===== config.mk =====
export PLATFORM = sky130hd
export DESIGN_NAME = bin_bcd_seq_flat
export DESIGN_NICKNAME = d
export VERILOG_FILES = /design/src/rtl/bin_bcd_pkg.sv /design/src/rtl/bin_bcd_seq_if.sv /design/src/rtl/bcd_add3.sv /design/src/rtl/bin_bcd_seq.sv /design/src/flat_wrapper.sv
export SDC_FILE = /design/constraint.sdc
export NUM_CORES = 1
export LEC_CHECK = 0
export BUFFER_PORTS_ARGS = -buffer_cell sky130_fd_sc_hd__buf_2
export CAP_MARGIN = 20
export CORE_ASPECT_RATIO = 0.6
export CORE_MARGIN = 2
export CORE_UTILIZATION = 57
export CTS_CLUSTER_DIAMETER = 40
export DETAILED_ROUTE_END_ITERATION = 10
export GPL_ROUTABILITY_DRIVEN = 1
export HOLD_SLACK_MARGIN = 0.02
export MAX_ROUTING_LAYER = met4
export PLACE_DENSITY = 0.78
export SYNTH_ARGS = -nofsm -noshare
export SYNTH_HDL_FRONTEND = slang
export SYNTH_HIERARCHICAL = 1
export SYNTH_SLANG_ARGS = --single-unit

===== constraint.sdc =====
create_clock -name clk -period 1.7 [get_ports clk]
set_input_delay 0.17 -clock clk [delete_from_list [all_inputs] [get_ports clk]]
set_output_delay 0.17 -clock clk [all_outputs]
set_load 0.03 [all_outputs]

===== src/rtl/bin_bcd_pkg.sv =====
// Shared definitions for the sequential binary-to-BCD converter.
package bin_bcd_pkg;

   // Converter control states.
   typedef enum logic [1:0] {
      IDLE  = 2'd0,
      SHIFT = 2'd1,
      DONE  = 2'd2
   } state_t;

   // Iteration counter width: ceil(log2(32)), enough for WIDTH-1 at the largest legal WIDTH.
   localparam int unsigned CNT_W = 5;

endpackage


===== src/rtl/bin_bcd_seq_if.sv =====
// Request/result bundle for bin_bcd_seq.
interface bin_bcd_seq_if #(
   parameter int WIDTH  = 8,
   parameter int DIGITS = 3
);
   logic                  start;
   logic [WIDTH-1:0]      bin_in;
   logic                  busy;
   logic                  done;
   logic [4*DIGITS-1:0]   bcd_out;
   logic                  sign_out;
   logic                  ovf;

   // Requester side: issues start/operand, observes status and results.
   modport master (
      output start, bin_in,
      input  busy, done, bcd_out, sign_out, ovf
   );

   // Converter side.
   modport slave (
      input  start, bin_in,
      output busy, done, bcd_out, sign_out, ovf
   );
endinterface


===== src/rtl/bcd_add3.sv =====
// Double-dabble digit correction: add 3 to a BCD digit that is 5 or more.
module bcd_add3 (
   input  logic [3:0] din,
   output logic [3:0] dout
);
   // Correct the digit before it is doubled by the next shift.
   always_comb begin
      dout = din;
      if (din >= 4'd5) dout = din + 4'd3;
   end
endmodule


===== src/rtl/bin_bcd_seq.sv =====
// Sequential double-dabble binary-to-BCD converter, one bit per clock,
// with optional two's-complement input and saturating overflow.
module bin_bcd_seq
   import bin_bcd_pkg::*;
#(
   parameter int WIDTH  = 8,
   parameter int DIGITS = 3,
   parameter int SIGNED = 1
) (
   input  logic           clk,
   input  logic           rst_n,
   bin_bcd_seq_if.slave   bus
);
   localparam int unsigned BW = 4 * DIGITS;
   localparam logic [BW-1:0] ALL9 = {DIGITS{4'h9}};

   state_t            state;
   logic [CNT_W-1:0]  cnt;
   logic [WIDTH-1:0]  sr;
   logic [BW-1:0]     dig;
   logic              ovf_flag;
   logic              neg;

   logic [BW-1:0]     dig_adj;
   logic [BW-1:0]     dig_nxt;
   logic [WIDTH-1:0]  sr_nxt;
   logic              carry_out;
   logic              ovf_nxt;
   logic              neg_in;
   logic [WIDTH-1:0]  mag;

   for (genvar i = 0; i < DIGITS; i++) begin : g_add3
      bcd_add3 u_add3 (
         .din  (dig[4*i +: 4]),
         .dout (dig_adj[4*i +: 4])
      );
   end

   // Operand magnitude/sign and the next double-dabble step.
   always_comb begin
      neg_in = 1'b0;
      mag    = bus.bin_in;
      if ((SIGNED != 0) && bus.bin_in[WIDTH-1]) begin
         neg_in = 1'b1;
         mag    = ~bus.bin_in + WIDTH'(1);
      end
      {carry_out, dig_nxt, sr_nxt} = {dig_adj, sr, 1'b0};
      ovf_nxt = ovf_flag | carry_out;
   end

   // Control FSM with registered status and result outputs.
   always_ff @(posedge clk or negedge rst_n) begin
      if (!rst_n) begin
         state        <= IDLE;
         cnt          <= '0;
         sr           <= '0;
         dig          <= '0;
         ovf_flag     <= 1'b0;
         neg          <= 1'b0;
         bus.busy     <= 1'b0;
         bus.done     <= 1'b0;
         bus.bcd_out  <= '0;
         bus.sign_out <= 1'b0;
         bus.ovf      <= 1'b0;
      end else begin
         bus.done <= 1'b0;
         case (state)
            IDLE, DONE: begin
               if (bus.start) begin
                  state    <= SHIFT;
                  bus.busy <= 1'b1;
                  sr       <= mag;
                  dig      <= '0;
                  cnt      <= CNT_W'(WIDTH - 1);
                  ovf_flag <= 1'b0;
                  neg      <= neg_in;
               end else begin
                  state    <= IDLE;
                  bus.busy <= 1'b0;
               end
            end
            SHIFT: begin
               sr       <= sr_nxt;
               dig      <= dig_nxt;
               ovf_flag <= ovf_nxt;
               if (cnt == '0) begin
                  state        <= DONE;
                  bus.busy     <= 1'b0;
                  bus.done     <= 1'b1;
                  bus.bcd_out  <= ovf_nxt ? ALL9 : dig_nxt;
                  bus.sign_out <= neg;
                  bus.ovf      <= ovf_nxt;
               end else begin
                  cnt <= cnt - CNT_W'(1);
               end
            end
            default: begin
               state    <= IDLE;
               bus.busy <= 1'b0;
            end
         endcase
      end
   end
endmodule


===== src/flat_wrapper.sv =====
// flat-port wrapper written by rule: the top's interface ports become plain ports
module bin_bcd_seq_flat import bin_bcd_pkg::*;
#(
   parameter int WIDTH  = 8,
   parameter int DIGITS = 3,
   parameter int SIGNED = 1
)
  (clk, rst_n, bus_start, bus_bin_in, bus_busy, bus_done, bus_bcd_out, bus_sign_out, bus_ovf);
  bin_bcd_seq_if #(.WIDTH(WIDTH), .DIGITS(DIGITS)) bus_i ();
  input  logic clk;
  input  logic rst_n;
  input wire logic [$bits(bus_i.start)-1:0] bus_start;
  input wire logic [$bits(bus_i.bin_in)-1:0] bus_bin_in;
  output wire logic [$bits(bus_i.busy)-1:0] bus_busy;
  output wire logic [$bits(bus_i.done)-1:0] bus_done;
  output wire logic [$bits(bus_i.bcd_out)-1:0] bus_bcd_out;
  output wire logic [$bits(bus_i.sign_out)-1:0] bus_sign_out;
  output wire logic [$bits(bus_i.ovf)-1:0] bus_ovf;
  assign bus_i.start = bus_start;
  assign bus_i.bin_in = bus_bin_in;
  assign bus_busy = bus_i.busy;
  assign bus_done = bus_i.done;
  assign bus_bcd_out = bus_i.bcd_out;
  assign bus_sign_out = bus_i.sign_out;
  assign bus_ovf = bus_i.ovf;
  bin_bcd_seq #(.WIDTH(WIDTH), .DIGITS(DIGITS), .SIGNED(SIGNED)) u_core (.clk(clk), .rst_n(rst_n), .bus(bus_i));
endmodule

==> Yosys cells after proc, flatten, opt, wreduce, memory -nomap -nowiden <==
Cells that the tools add are included.
{ "op_classes": {"bitwise_logic": 2, "div": 0, "mux": 23, "order_cmp": 3, "shift": 0, "n_eq_ne": 5, "multipliers": 0, "n_addsub": 5, "n_reduce_logical": 8} }
{ "ops": {"columns": ["cell", "n"], "rows": [
  ["two-way mux 12 bit", 2],
  ["case mux 12 bit (2 select lines)", 1],
  ["two-way mux 8 bit", 2],
  ["case mux 8 bit (2 select lines)", 1],
  ["adder 4 x 2 -> 4 bit, second input constant", 3],
  ["greater-or-equal comparator 4 x 3 -> 1 bit, second input constant", 3],
  ["two-way mux 4 bit", 3],
  ["two-way mux 5 bit", 2],
  ["case mux 5 bit (2 select lines)", 1],
  ["adder 8 x 1 -> 8 bit, second input constant", 1],
  ["NOT 8 bit", 1],
  ["two-way mux 1 bit", 7],
  ["AND reduction 2 bit", 3],
  ["logical NOT 5 bit", 1],
  ["subtractor 5 x 1 -> 5 bit, second input constant", 1],
  ["inequality test 2 bit, second input constant", 2],
  ["case mux 1 bit (2 select lines)", 2],
  ["case mux 2 bit (2 select lines)", 1],
  ["AND reduction 3 bit", 1],
  ["== test 2 x 1 -> 1 bit, second input constant", 1],
  ["== test 2 bit, second input constant", 1],
  ["logical NOT 2 bit", 1],
  ["two-way mux 2 bit", 1],
  ["inequality test 2 x 1 -> 1 bit, second input constant", 1],
  ["3 further kinds", 3]
]} }
{ "totals": {"out_inout_bits": 16, "n_memories": 0, "reg_bits": 45, "romBits": 0, "inputBits": 11, "latch_bits": 0, "ram_bits": 0, "wordCells": 57} }

==> Depth between registers and ports, before layout <==
{ "logic_depth": {"depth_word": 5, "ltp_mapped": 9, "ltp_nobuf": 8} }

==> By module <==
The synthesis kept the hierarchy.
{ "modules_own_cells": {"columns": ["mod", "area_per_inst_um2", "seq_area_each_um2", "cells_each", "n_inst"], "rows": [
  ["bin_bcd_seq", 1954.4, 1126.1, 182, 1],
  ["bcd_add3", 101.3, 0.0, 16, 3]
]} }

==> Worst setup path before layout <==
No wires, ideal clock.
{ "synth_path": {"path_type": "reg-to-reg", "start": "register u_core.dig[8]", "end": "register u_core.bus.bcd_out[7]", "synth_period_minus_slack_ns": 1.579, "stages_incl_launch_ff": 9, "arrival_ns": 1.447, "path_slack_ns": 0.121, "t_required_ns": 1.568, "setup_time_ns": 0.132, "path_buffers": 1, "path_cell_list": "dfrtp_1 -> ha_1 -> nand2b_1 -> nand2b_1 -> o21ai_1 -> or2_2 -> buf_1 -> nor2_1 -> o21ai_1"} }
{ "synth_via": {"elab_chain_cells": 4, "elab_cells_between_ends": 5, "classes_between": "add/sub (1); order compare (1); mux (2); bitwise (1)"} }
{ "synth_lines": {"columns": ["element", "line_no", "text"], "rows": [
  ["start, declared", "bin_bcd_seq.sv:20", "logic [BW-1:0] dig;"],
  ["start signal, assigned", "bin_bcd_seq.sv:84", "dig <= dig_nxt;"],
  ["adder 4 x 2 -> 4 bit / greater-or-equal comparator 4 x 3 -> 1 bit (equally long branches)", "bcd_add3.sv:9", "if (din >= 4'd5) dout = din + 4'd3;"],
  ["two-way mux 4 bit *", "bcd_add3.sv:9", null],
  ["named net u_core.carry_out", "bin_bcd_seq.sv:27", "logic carry_out;"],
  ["bitwise OR 1 bit *", "bin_bcd_seq.sv:48", "ovf_nxt = ovf_flag | carry_out;"],
  ["two-way mux 12 bit *", "bin_bcd_seq.sv:90", "bus.bcd_out <= ovf_nxt ? ALL9 : dig_nxt;"],
  ["end signal, assigned", "bin_bcd_seq.sv:90", null],
  ["end, declared", "bin_bcd_seq_if.sv:23", "output busy, done, bcd_out, sign_out, ovf"]
]} }
Mark *: on every way through the listed nets, which the timed path passes. The rest lies on a longest branch.
A chain may end at the register's enable or synchronous reset.

==> Worst setup path after layout <==
{ "layout_path": {"start": "register u_core.cnt[1]", "end": "register u_core.bus.sign_out"} }
{ "layout_via": {"elab_chain_cells": 2} }
{ "layout_lines": {"columns": ["element", "line_no", "text"], "rows": [
  ["start, declared", "bin_bcd_seq.sv:18", "logic [CNT_W-1:0] cnt;"],
  ["start signal, assigned", "bin_bcd_seq.sv:74", "cnt <= CNT_W'(WIDTH - 1);"],
  ["start signal, assigned", "bin_bcd_seq.sv:94", "cnt <= cnt - CNT_W'(1);"],
  ["logical NOT 5 bit", "bin_bcd_seq.sv:86", "if (cnt == '0) begin"],
  ["AND reduction 2 bit (no line)", null, null],
  ["end signal, assigned", "bin_bcd_seq.sv:91", "bus.sign_out <= neg;"],
  ["end, declared", "bin_bcd_seq_if.sv:23", null]
]} }
No other way between the ends.

==> impl_metrics.yaml <==
placement:
  port_buffers: 26
  place_area_um2: 2480
  hpwl_mm: 2.93
  place.gp.congestion: 0.794
  place_ws_ns: 0.0611
power:
  vdd_drop_max_uv: 1000
  p_comb_frac: 0.507
  p_leak_nw: 1.29
  switching_share: 0.432
  p_clk_frac: 0.127
  pwr-share-seq: 0.365
  pwr_density_cell_nw_per_um2: 1970
  p_int_mw: 2.94
  power.switching_mw: 2.23
global_routing:
  grt-ovfl-total: 0
  grt_pass1_wl_mm: 7.31
  first_global_vias: 1541
  antenna_found_initial: 0
  grt_use_total: 0.218
  grt_max_degree: 46
sta:
  timing.final.crit_period_ns: 1.62
  slew_headroom: 0.624
  max_clock_freq_mhz: 615
  clock_skew_ns: 0.00780
  worst_slew_pin_slew_ns: 0.564
  hold_violations: 0
  slew_viol_final: 0
  setup_viol: 0
  worst_slack_ns: 0.0752
  whs_ns: 0.154
  finalSetupTns_ns: 0
  fin_crit_sh: 0.956
floorplan:
  io_pins: 27
  dieArea_um2: 4500
  die_y_um: 52.8
  core_area_um2: 3740
  rows: 17
  fp.dieW_um: 85.3
  initial_core_util: 0.603
worst_setup_path:
  arrival_ns: 1.81
  cpPeakStageDelay_ns: 0.40
  slowest_stage: "dfrtp_1"
  cp.depth: 6
  cp-start-kind: "flop"
  cp.required_ns: 1.89
  cp-end-kind: "flop"
  path_delay_family: "flip-flops"
  path_buf_inv: 2
  cp_max_fo: 29
  worstSetupPathType: "reg2reg"
  ff2ff_path_depth: 6
  path_cells: "inv_1, ha_4, nor4b_4, nand2_1, buf_12, mux2_4"
flow_run:
  cap_violations: 0
yosys:
  synthDistinctLibCells: 38
  ys.flop_type: "dfrtp_1"
  synth_nets: 249
  ys_seq_elements: 45
  yosysSeqAreaShare: 0.499
  netlist_area_um2: 2260
  yosys_warnings: 6
  syn_inst: 230
  synthArstFlopShare: 1.00
  synth-edff-count: 0
  avgSynthCellArea_um2: 9.82
clock_network:
  cts_buffer_depth: 2
  clkLatencyLatePin_ns: 0.30
  clk_pin_slew_ns: 0.08
  cts_sinks: 45
  cts_tree: "done"
  cts_buffers: 5
  h-tree-depth: 2
  root_buffer: "clkbuf_8"
detailed_routing:
  detail-route-antenna-nets: 0
  first_iter_violations: 101
  drtPass1Iterations: 4
  drt-total-wl_mm: 4.28
  drt-wirelength-per-cell_um: 13.6
  vias: 1689
  vias_per_cell: 5.36
  drc: 0
finish:
  n_antenna_cell: 0
  nNetsFinal: 286
  stdcell_area_um2: 2620
  syn2layout_area_growth_pct: 15.8
  drive_above_1_share: 0.228
  utilization: 0.699
worst_hold_path:
  min_path_cells: 3
  worst_hold_path_type: "in2reg"
outcome:
  status: "finished, final reports clean"
==> state kept, by name (all words and copies together) (netlist names), 2 cells and up <==
signal              count
u_core/bus.bcd_out     12
u_core/cnt              5
u_core/dig             12
u_core/sr               8
u_core/state            2
==> power groups by stage <==
| stage | Sequential (mW) | Combinational (mW) | Clock, mW |
|---|---|---|---|
| after floorplan | 2.15 | 1.58 | 0 |
| after global placement | 1.89 | 2.45 | 0 |
| after detailed placement | 1.89 | 2.51 | 0 |
| after CTS | 1.88 | 2.51 | 0.664 |
| after global routing | 1.95 | 2.92 | 0.720 |
| final | 1.89 | 2.62 | 0.658 |
==> tightest hold or removal path, stage by stage <==
cell and delay, ns:
buf_2 0.10, inv_1 0.06, o21ai_0 0.08
==> layer usage <==
layer	wire [um]	GRT usage	vias up
li1	-	-	858
met1	2350	0.339	802
met2	1760	0.276	29
met3	178	0.0567	0
met4	0	0.0529	0
met5	0	-	-
==> cell families after synthesis <==
family | share of synthesized area
multiplexers | 0.0427
buffers and inverters | 0.0438
AND/OR/NAND/NOR | 0.175
adder cells (fa/ha/maj) | 0.0443
XOR/XNOR | 0.0271
flip-flops | 0.499
AO/OA/AOI/OAI | 0.168
==> cell usage in the layout, fill, tap and decap left out, drive strengths merged <==
| master | netlist | routed |
|---|---|---|
| dfrtp | 45 | 45 |
| nand2 | 43 | 43 |
| buf | 7 | 38 |
| o21ai | 27 | 27 |
| nor2 | 16 | 16 |
| inv | 12 | 12 |
| a22o | 12 | 12 |
| a21oi | 9 | 9 |
| nand2b | 8 | 8 |
| ha | 8 | 8 |
| mux2i | 7 | 7 |
| clkbuf | 2 | 7 |
| xnor2 | 5 | 5 |
| a22oi | 4 | 4 |
| nor2b | 4 | 4 |
| nor3 | 2 | 2 |
| nor3b | 2 | 2 |
| xor2 | 2 | 2 |
| or2 | 2 | 2 |
| mux2 | 2 | 2 |
| clkinvlp | 0 | 1 |
| dlygate4sd3 | 0 | 1 |
| nor4b | 1 | 1 |
| a211oi | 1 | 1 |
| a31oi | 1 | 1 |
| nor4 | 1 | 1 |
| nand4b | 1 | 1 |
| nand3 | 1 | 1 |
| nor4bb | 1 | 1 |
| a221oi | 1 | 1 |
| o41ai | 1 | 1 |
| o31ai | 1 | 1 |
| a21boi | 1 | 1 |
==> synth_stat cells (2+ instances only) <==
| library cell | instances | share of area |
|---|---|---|
| a21oi_1 | 6 | 0.013 |
| a21oi_2 | 3 | 0.012 |
| a22o_1 | 12 | 0.047 |
| a22oi_1 | 4 | 0.013 |
| buf_2 | 4 | 0.0089 |
| buf_6 | 2 | 0.010 |
| clkbuf_1 | 2 | 0.0033 |
| dfrtp_1 | 45 | 0.50 |
| ha_1 | 8 | 0.044 |
| inv_1 | 12 | 0.020 |
| mux2i_1 | 7 | 0.031 |
| nand2_1 | 43 | 0.071 |
| nand2b_1 | 8 | 0.022 |
| nor2_1 | 15 | 0.025 |
| nor2b_1 | 2 | 0.0055 |
| nor2b_2 | 2 | 0.0078 |
| nor3_1 | 2 | 0.0044 |
| nor3b_1 | 2 | 0.0066 |
| o21ai_0 | 16 | 0.035 |
| o21ai_1 | 11 | 0.024 |
| or2_2 | 2 | 0.0055 |
| xnor2_1 | 5 | 0.019 |
| xor2_1 | 2 | 0.0078 |
==> stage by stage <==
| step | std cells | power (mW) |
|---|---|---|
| final | 315 | 5.17 |
| after global routing | 315 | 5.59 |
| after CTS | 313 | 5.06 |
| after detailed placement | 304 | 4.40 |
| after global placement | 304 | 4.34 |
| after floorplan | 230 | 3.72 |
==> layout make-up <==
class                           count  area (um2)
Fill cell                         266        1130
Inverter                           12        45.0
Clock buffer                        7        76.3
Clock inverter                      1        7.51
Tap cell                           47        58.8
Timing Repair Buffer               39         243
Sequential cell                    45        1130
Multi-Input combinational cell    164        1060
==> repair_timing <==
| item | CTS | global route |
|---|---|---|
| endpoints found under the setup margin | 0 | 9 |
| resized for setup | 0 | 7 |
| hold endpoints to repair | 45 | 0 |
| hold buffers | 1 | 0 |
| buffers inserted | 0 | 2 |
==> worst paths after layout <==
check / startpoint / end / slack [ns]
max: u_core/cnt[1] / u_core/bus.sign_out / 0.08
min: bus_bin_in[0] / u_core/sr[0] / 0.15
max reg2reg: u_core/cnt[1] / u_core/bus.sign_out / 0.08
min reg2reg: u_core/bus.bcd_out[1] / u_core/bus.bcd_out[1] / 0.48
max in group asynchronous: rst_n / u_core/dig[8] / 0.80
min in group asynchronous: rst_n / u_core/sr[0] / 0.47
Power figures use the tool's default switching activity.
